**src/rtl/fpdiv_iterative.sv**
```systemverilog
// rtl/fpdiv_iterative.sv - iterative restoring signed fixed-point divider, c = a / b
// Define FPDIV_ROUND_EN to add a guard iteration and round half away from zero.
module fpdiv_iterative #(
  parameter int n = 32,
  parameter int d = 16
) (
  input  logic           clk,
  input  logic           reset,
  input  logic           recv_val,
  output logic           recv_rdy,
  input  logic [2*n-1:0] recv_msg,
  output logic           send_val,
  input  logic           send_rdy,
  output logic [n-1:0]   send_msg
);
  localparam int W  = n + d;
`ifdef FPDIV_ROUND_EN
  localparam int QW = W + 1;
`else
  localparam int QW = W;
`endif
  localparam int MW = W + 1;
  localparam int CW = $clog2(n + d + 2);
  localparam logic [n-1:0]  MAX_POS = {1'b0, {(n-1){1'b1}}};
  localparam logic [n-1:0]  MIN_NEG = {1'b1, {(n-1){1'b0}}};
  localparam logic [MW-1:0] POS_LIM = MW'(MAX_POS);
  localparam logic [MW-1:0] NEG_LIM = MW'(MIN_NEG);

  typedef enum logic [1:0] {S_IDLE = 2'd0, S_CALC = 2'd1, S_DONE = 2'd2} state_t;

  state_t          state_q, state_d;
  logic [CW-1:0]   cnt_q, cnt_d;
  logic [W-1:0]    div_q, div_d;
  logic [n:0]      rem_q, rem_d;
  logic [QW-1:0]   quot_q, quot_d;
  logic [n-1:0]    bmag_q, bmag_d;
  logic            sign_q, sign_d;
  logic            dbz_q, dbz_d;
  logic            aneg_q, aneg_d;
  logic [n-1:0]    result_q, result_d;

  logic [n-1:0]    op_a, op_b, a_mag, b_mag;
  logic [n+1:0]    rem_sh;
  logic            ge;
  logic [n:0]      rem_nxt;
  logic [QW-1:0]   quot_nxt;
  logic [MW-1:0]   mag;
  logic [n-1:0]    res_comb;
  logic            last_iter;

  assign op_a      = recv_msg[2*n-1:n];
  assign op_b      = recv_msg[n-1:0];
  assign a_mag     = op_a[n-1] ? -op_a : op_a;
  assign b_mag     = op_b[n-1] ? -op_b : op_b;
  assign last_iter = (cnt_q == CW'(QW - 1));

  // One restoring step: bring in the next dividend bit, subtract if it fits.
  assign rem_sh   = {rem_q, div_q[W-1]};
  assign ge       = (rem_sh >= {2'b00, bmag_q});
  assign rem_nxt  = ge ? (rem_sh[n:0] - {1'b0, bmag_q}) : rem_sh[n:0];
  assign quot_nxt = {quot_q[QW-2:0], ge};

`ifdef FPDIV_ROUND_EN
  assign mag = {1'b0, quot_nxt[QW-1:1]} + MW'(quot_nxt[0]);
`else
  assign mag = {1'b0, quot_nxt};
`endif

  always_comb begin
    res_comb = '0;
    if (dbz_q)
      res_comb = aneg_q ? MIN_NEG : MAX_POS;
    else if (!sign_q && (mag > POS_LIM))
      res_comb = MAX_POS;
    else if (sign_q && (mag > NEG_LIM))
      res_comb = MIN_NEG;
    else
      res_comb = sign_q ? -mag[n-1:0] : mag[n-1:0];
  end

  always_ff @(posedge clk) begin
    if (reset) state_q <= S_IDLE;
    else       state_q <= state_d;
  end

  always_comb begin
    state_d = state_q;
    case (state_q)
      S_IDLE:  if (recv_val)  state_d = S_CALC;
      S_CALC:  if (last_iter) state_d = S_DONE;
      S_DONE:  if (send_rdy)  state_d = S_IDLE;
      default:                state_d = S_IDLE;
    endcase
  end

  always_comb begin
    recv_rdy = (state_q == S_IDLE);
    send_val = (state_q == S_DONE);
    send_msg = result_q;
  end

  always_comb begin
    cnt_d    = cnt_q;
    div_d    = div_q;
    rem_d    = rem_q;
    quot_d   = quot_q;
    bmag_d   = bmag_q;
    sign_d   = sign_q;
    dbz_d    = dbz_q;
    aneg_d   = aneg_q;
    result_d = result_q;
    if (state_q == S_IDLE && recv_val) begin
      cnt_d  = '0;
      div_d  = W'(a_mag) << d;
      rem_d  = '0;
      quot_d = '0;
      bmag_d = b_mag;
      sign_d = op_a[n-1] ^ op_b[n-1];
      dbz_d  = (op_b == '0);
      aneg_d = op_a[n-1];
    end else if (state_q == S_CALC) begin
      cnt_d  = cnt_q + CW'(1);
      div_d  = {div_q[W-2:0], 1'b0};
      rem_d  = rem_nxt;
      quot_d = quot_nxt;
      if (last_iter) result_d = res_comb;
    end
  end

  always_ff @(posedge clk) begin
    if (reset) begin
      cnt_q    <= '0;
      div_q    <= '0;
      rem_q    <= '0;
      quot_q   <= '0;
      bmag_q   <= '0;
      sign_q   <= 1'b0;
      dbz_q    <= 1'b0;
      aneg_q   <= 1'b0;
      result_q <= '0;
    end else begin
      cnt_q    <= cnt_d;
      div_q    <= div_d;
      rem_q    <= rem_d;
      quot_q   <= quot_d;
      bmag_q   <= bmag_d;
      sign_q   <= sign_d;
      dbz_q    <= dbz_d;
      aneg_q   <= aneg_d;
      result_q <= result_d;
    end
  end

endmodule
```
**config.mk**
```make
export PLATFORM = sky130hd
export DESIGN_NAME = fpdiv_iterative
export DESIGN_NICKNAME = d
export VERILOG_FILES = /design/src/rtl/fpdiv_iterative.sv
export SDC_FILE = /design/constraint.sdc
export NUM_CORES = 1
export LEC_CHECK = 0
export ABC_AREA = 1
export CORE_MARGIN = 2
export CORE_UTILIZATION = 45
export CTS_CLUSTER_DIAMETER = 60
export CTS_CLUSTER_SIZE = 30
export DETAILED_ROUTE_END_ITERATION = 8
export MAX_ROUTING_LAYER = met4
export PLACE_DENSITY = 0.68
export REMOVE_ABC_BUFFERS = 1
export SKIP_CTS_REPAIR_TIMING = 1
export SYNTH_ARGS = -nofsm -noshare
export SYNTH_HDL_FRONTEND = slang
export SYNTH_SLANG_ARGS = --single-unit
```
**constraint.sdc**
```tcl
create_clock -name clk -period 8.4 [get_ports clk]
set_clock_uncertainty 0.05 [all_clocks]
set_input_delay 0.84 -clock clk [delete_from_list [all_inputs] [get_ports clk]]
set_output_delay 0.84 -clock clk [all_outputs]
set_load 0.1 [all_outputs]
```
==> results.txt <==
H-tree levels -> 4
Tot GR Track Use -> 24.9%
Clock buffer depth -> 2
Die H -> 165 um
Initial Util -> 46.1%
Pleak -> 0.00594 uW
Row cnt -> 58
Later-pin clock latency in the skew report -> 440 ps
Worst r2r src -> bmag_q[27]
Area Overhead vs Synth -> 15.6%
Max Fclk -> 234 MHz
Post-route setup slack -> 4120 ps
Buffer and inverter count on the worst path -> 5
Worst VDD drop -> 0.0000954 V
Die width -> 165 um
CP Launch Point -> bmag_q[27]
WP depth -> 26
Most frequent CP cell -> nand2_1
Seq/Total Area, Yosys -> 32.1%
Final hold violation count -> 0
Initial DRC Count -> 591
Critical path arrival -> 4600 ps
Setup violators final -> 0
WP data required -> 8720 ps
Status -> finished clean
IO Pins -> 102
Share of cells above drive strength 1 -> 4.64%
Int Power -> 1550 uW
Crit path max-delay family -> simple AND/OR/NAND/NOR gates
Vias/cell -> 5.33
TritonCTS Buffers -> 17
Placement Setup Slack -> 4190 ps
Routed wire length -> 32100 um
Via count -> 11744
Detail Route Antenna Nets -> 0
Post-Syn Area -> 11700 um^2
Core area -> 25300 um^2
Slew margin rel. -> 17.4%
Psw -> 867 uW
Die area -> 27300 um^2
Slowest CP cell -> o211ai_4
Total gr overflow -> 0
Mean Syn Cell Area -> 6.45 um^2
R2R Path End -> send_msg[1]
PortBufs -> 101
Final net count -> 1966
CP max stage delay -> 670 ps
Seq pwr share -> 39.0%
Startpoint Class -> flop
HPWL Detailed -> 22900 um
Largest net degree at the start of global routing -> 75
TNS Setup -> 0 ps
Asr flop ratio synth -> 0%
Max Cap Viol -> 0
Vias in the first global route -> 10970
Max Slew Vio Count -> 0
Routed len/inst -> 14.5 um
Final cycle utilization of the critical path -> 50.9%
Ys flop type -> dfxtp_1
Gate power share -> 26.9%
Commonest cells after routing, fill and taps aside -> nand2_1, a21oi_1, dfxtp_1, nor2_1, inv_1
Netlist cell types -> 51
CTS tree -> done
Placed instance area -> 12900 um^2
FF-to-FF setup slack -> 4120 ps
Cells after synthesis -> 1809
Setup crit end kind -> flop
First drt pass iteration count -> 6
DRC violations left -> 0
Pwr Total -> 2420 uW
Clock Pin Slew Worst Setup and Hold Paths -> 80 ps
Layout fillers -> 2525
Gp weighted congestion -> 0.943
Clock network fraction of total power -> 34.1%
Min cycle time layout -> 4280 ps
Root Driver -> clkbuf_16
Critical Path Sink -> send_msg[1]
Sw Share -> 35.9%
R2r worst-path depth -> 26
Min-Delay Path Class -> flop to flop
Critical path type -> flop to flop
Post-route cell area -> 13500 um^2
First-pass GRT wire length -> 53300 um
Yosys warning count -> 0
Most common cell after layout, fill and taps aside -> nand2_1
Critical Path Fanout Max -> 32
Worst-Margin Slew -> 1240 ps
Power Density -> 179 nW/um^2
Number of synthesized flops with an enable pin -> 0
RSZ-0062 raised after global routing -> no
Initial antenna violation count -> 1
CTS sink count -> 187
#FFs+latches synth -> 187
Final core occ -> 53.3%
==> worst register-to-register path, cell delays in order, from the launching register on <==
cell and delay (ps):
dfxtp_1 340, inv_1 60, ha_1 350, nand2_1 210, nor2_1 110, nand2_1 120
nor2_1 70, nand2_1 60, nand2_1 70, nor2_2 160, nand2_4 190, inv_6 160
ha_1 170, inv_1 60, nor3_2 130, nand2_1 130, nor2_4 140, nand3_2 90
nor2_2 100, inv_2 60, nor2_4 100, inv_2 50, o211ai_4 670, o21ai_1 170
o21ai_1 170, nand2_1 80, a21oi_1 140
==> logic make-up after synthesis <==
logic type | share of synthesized area (%)
AOI/OAI and AO/OA | 19.9
and+or+nand+nor | 29.1
buffers and inverters | 9.09
adders and majority gates | 4.03
xor gates and xnor gates | 5.78
DFF | 32.1
==> how the worst min path moves through the flow <==
stage,from,end,cells after the start
after floorplan,bmag_q[0],bmag_q[0],2
after global placement,quot_q[46],quot_q[46],2
after detailed placement,bmag_q[0],bmag_q[0],2
after CTS,div_q[38],div_q[38],2
after global routing,div_q[38],div_q[38],2
final,div_q[44],div_q[44],2
==> through the flow <==
step	hold WS, ps	std cells
2_1_floorplan	382	1728
3_3_place_gp	399	2172
3_5_place_dp	405	2172
4_1_cts	417	2204
5_1_grt	429	2205
6_report	416	2205
==> cell type report <==
class	instances	area (um^2)	area share [%]
multi-input cells	1348	6890	51.0
clock buffers	17	425	3.15
clock inverters	15	191	1.42
repair buffers	114	1100	8.18
diodes	1	2.50	0.0185
inverters	193	729	5.41
flip-flops and latches	187	3740	27.7
well taps	330	413	3.06
==> power by group through the flow <==
stage / combinational (uW) / clock, uW / sequential [uW]
floorplan: 451 / 0 / 961
global placement: 643 / 0 / 963
detailed placement: 643 / 0 / 964
CTS: 647 / 845 / 943
global route: 733 / 880 / 948
finish: 650 / 825 / 943
==> cells in the mapped netlist, drive strengths merged, types with 5 or more instances <==
cell | number | area share [%]
clkbuf | 59 | 1.9
o221ai | 22 | 1.7
dfxtp | 187 | 32
a21oi | 198 | 8.5
o31ai | 5 | 0.32
nor2 | 193 | 6.6
a31oi | 9 | 0.48
xnor2 | 28 | 2.1
nor3 | 18 | 0.94
inv | 189 | 6.1
o21ai | 124 | 5.4
nand3b | 8 | 0.51
o21a | 5 | 0.32
nor4 | 9 | 0.48
buf | 22 | 0.94
xor2 | 49 | 3.7
o211ai | 28 | 1.9
nand4 | 22 | 1.2
ha | 36 | 3.9
nand2 | 520 | 17
nand3 | 48 | 2.1
==> routing by layer <==
layer	vias up	track usage [%]	share of wire (%)
met5	-	-	0
met1	5454	32.6	47
met3	42	4.42	4.6
met2	229	39.5	46
met4	0	7.27	2.0
li1	6019	-	-
==> registers in the layout, indices dropped and copies added (netlist names) <==
name and flops:
dbz_q 1, cnt_q 6, quot_q 47, send_msg 32, aneg_q 1, sign_q 1
rem_q 33, state_q 2, bmag_q 32, div_q 32
Note: power is estimated with default switching activity, not from simulation.
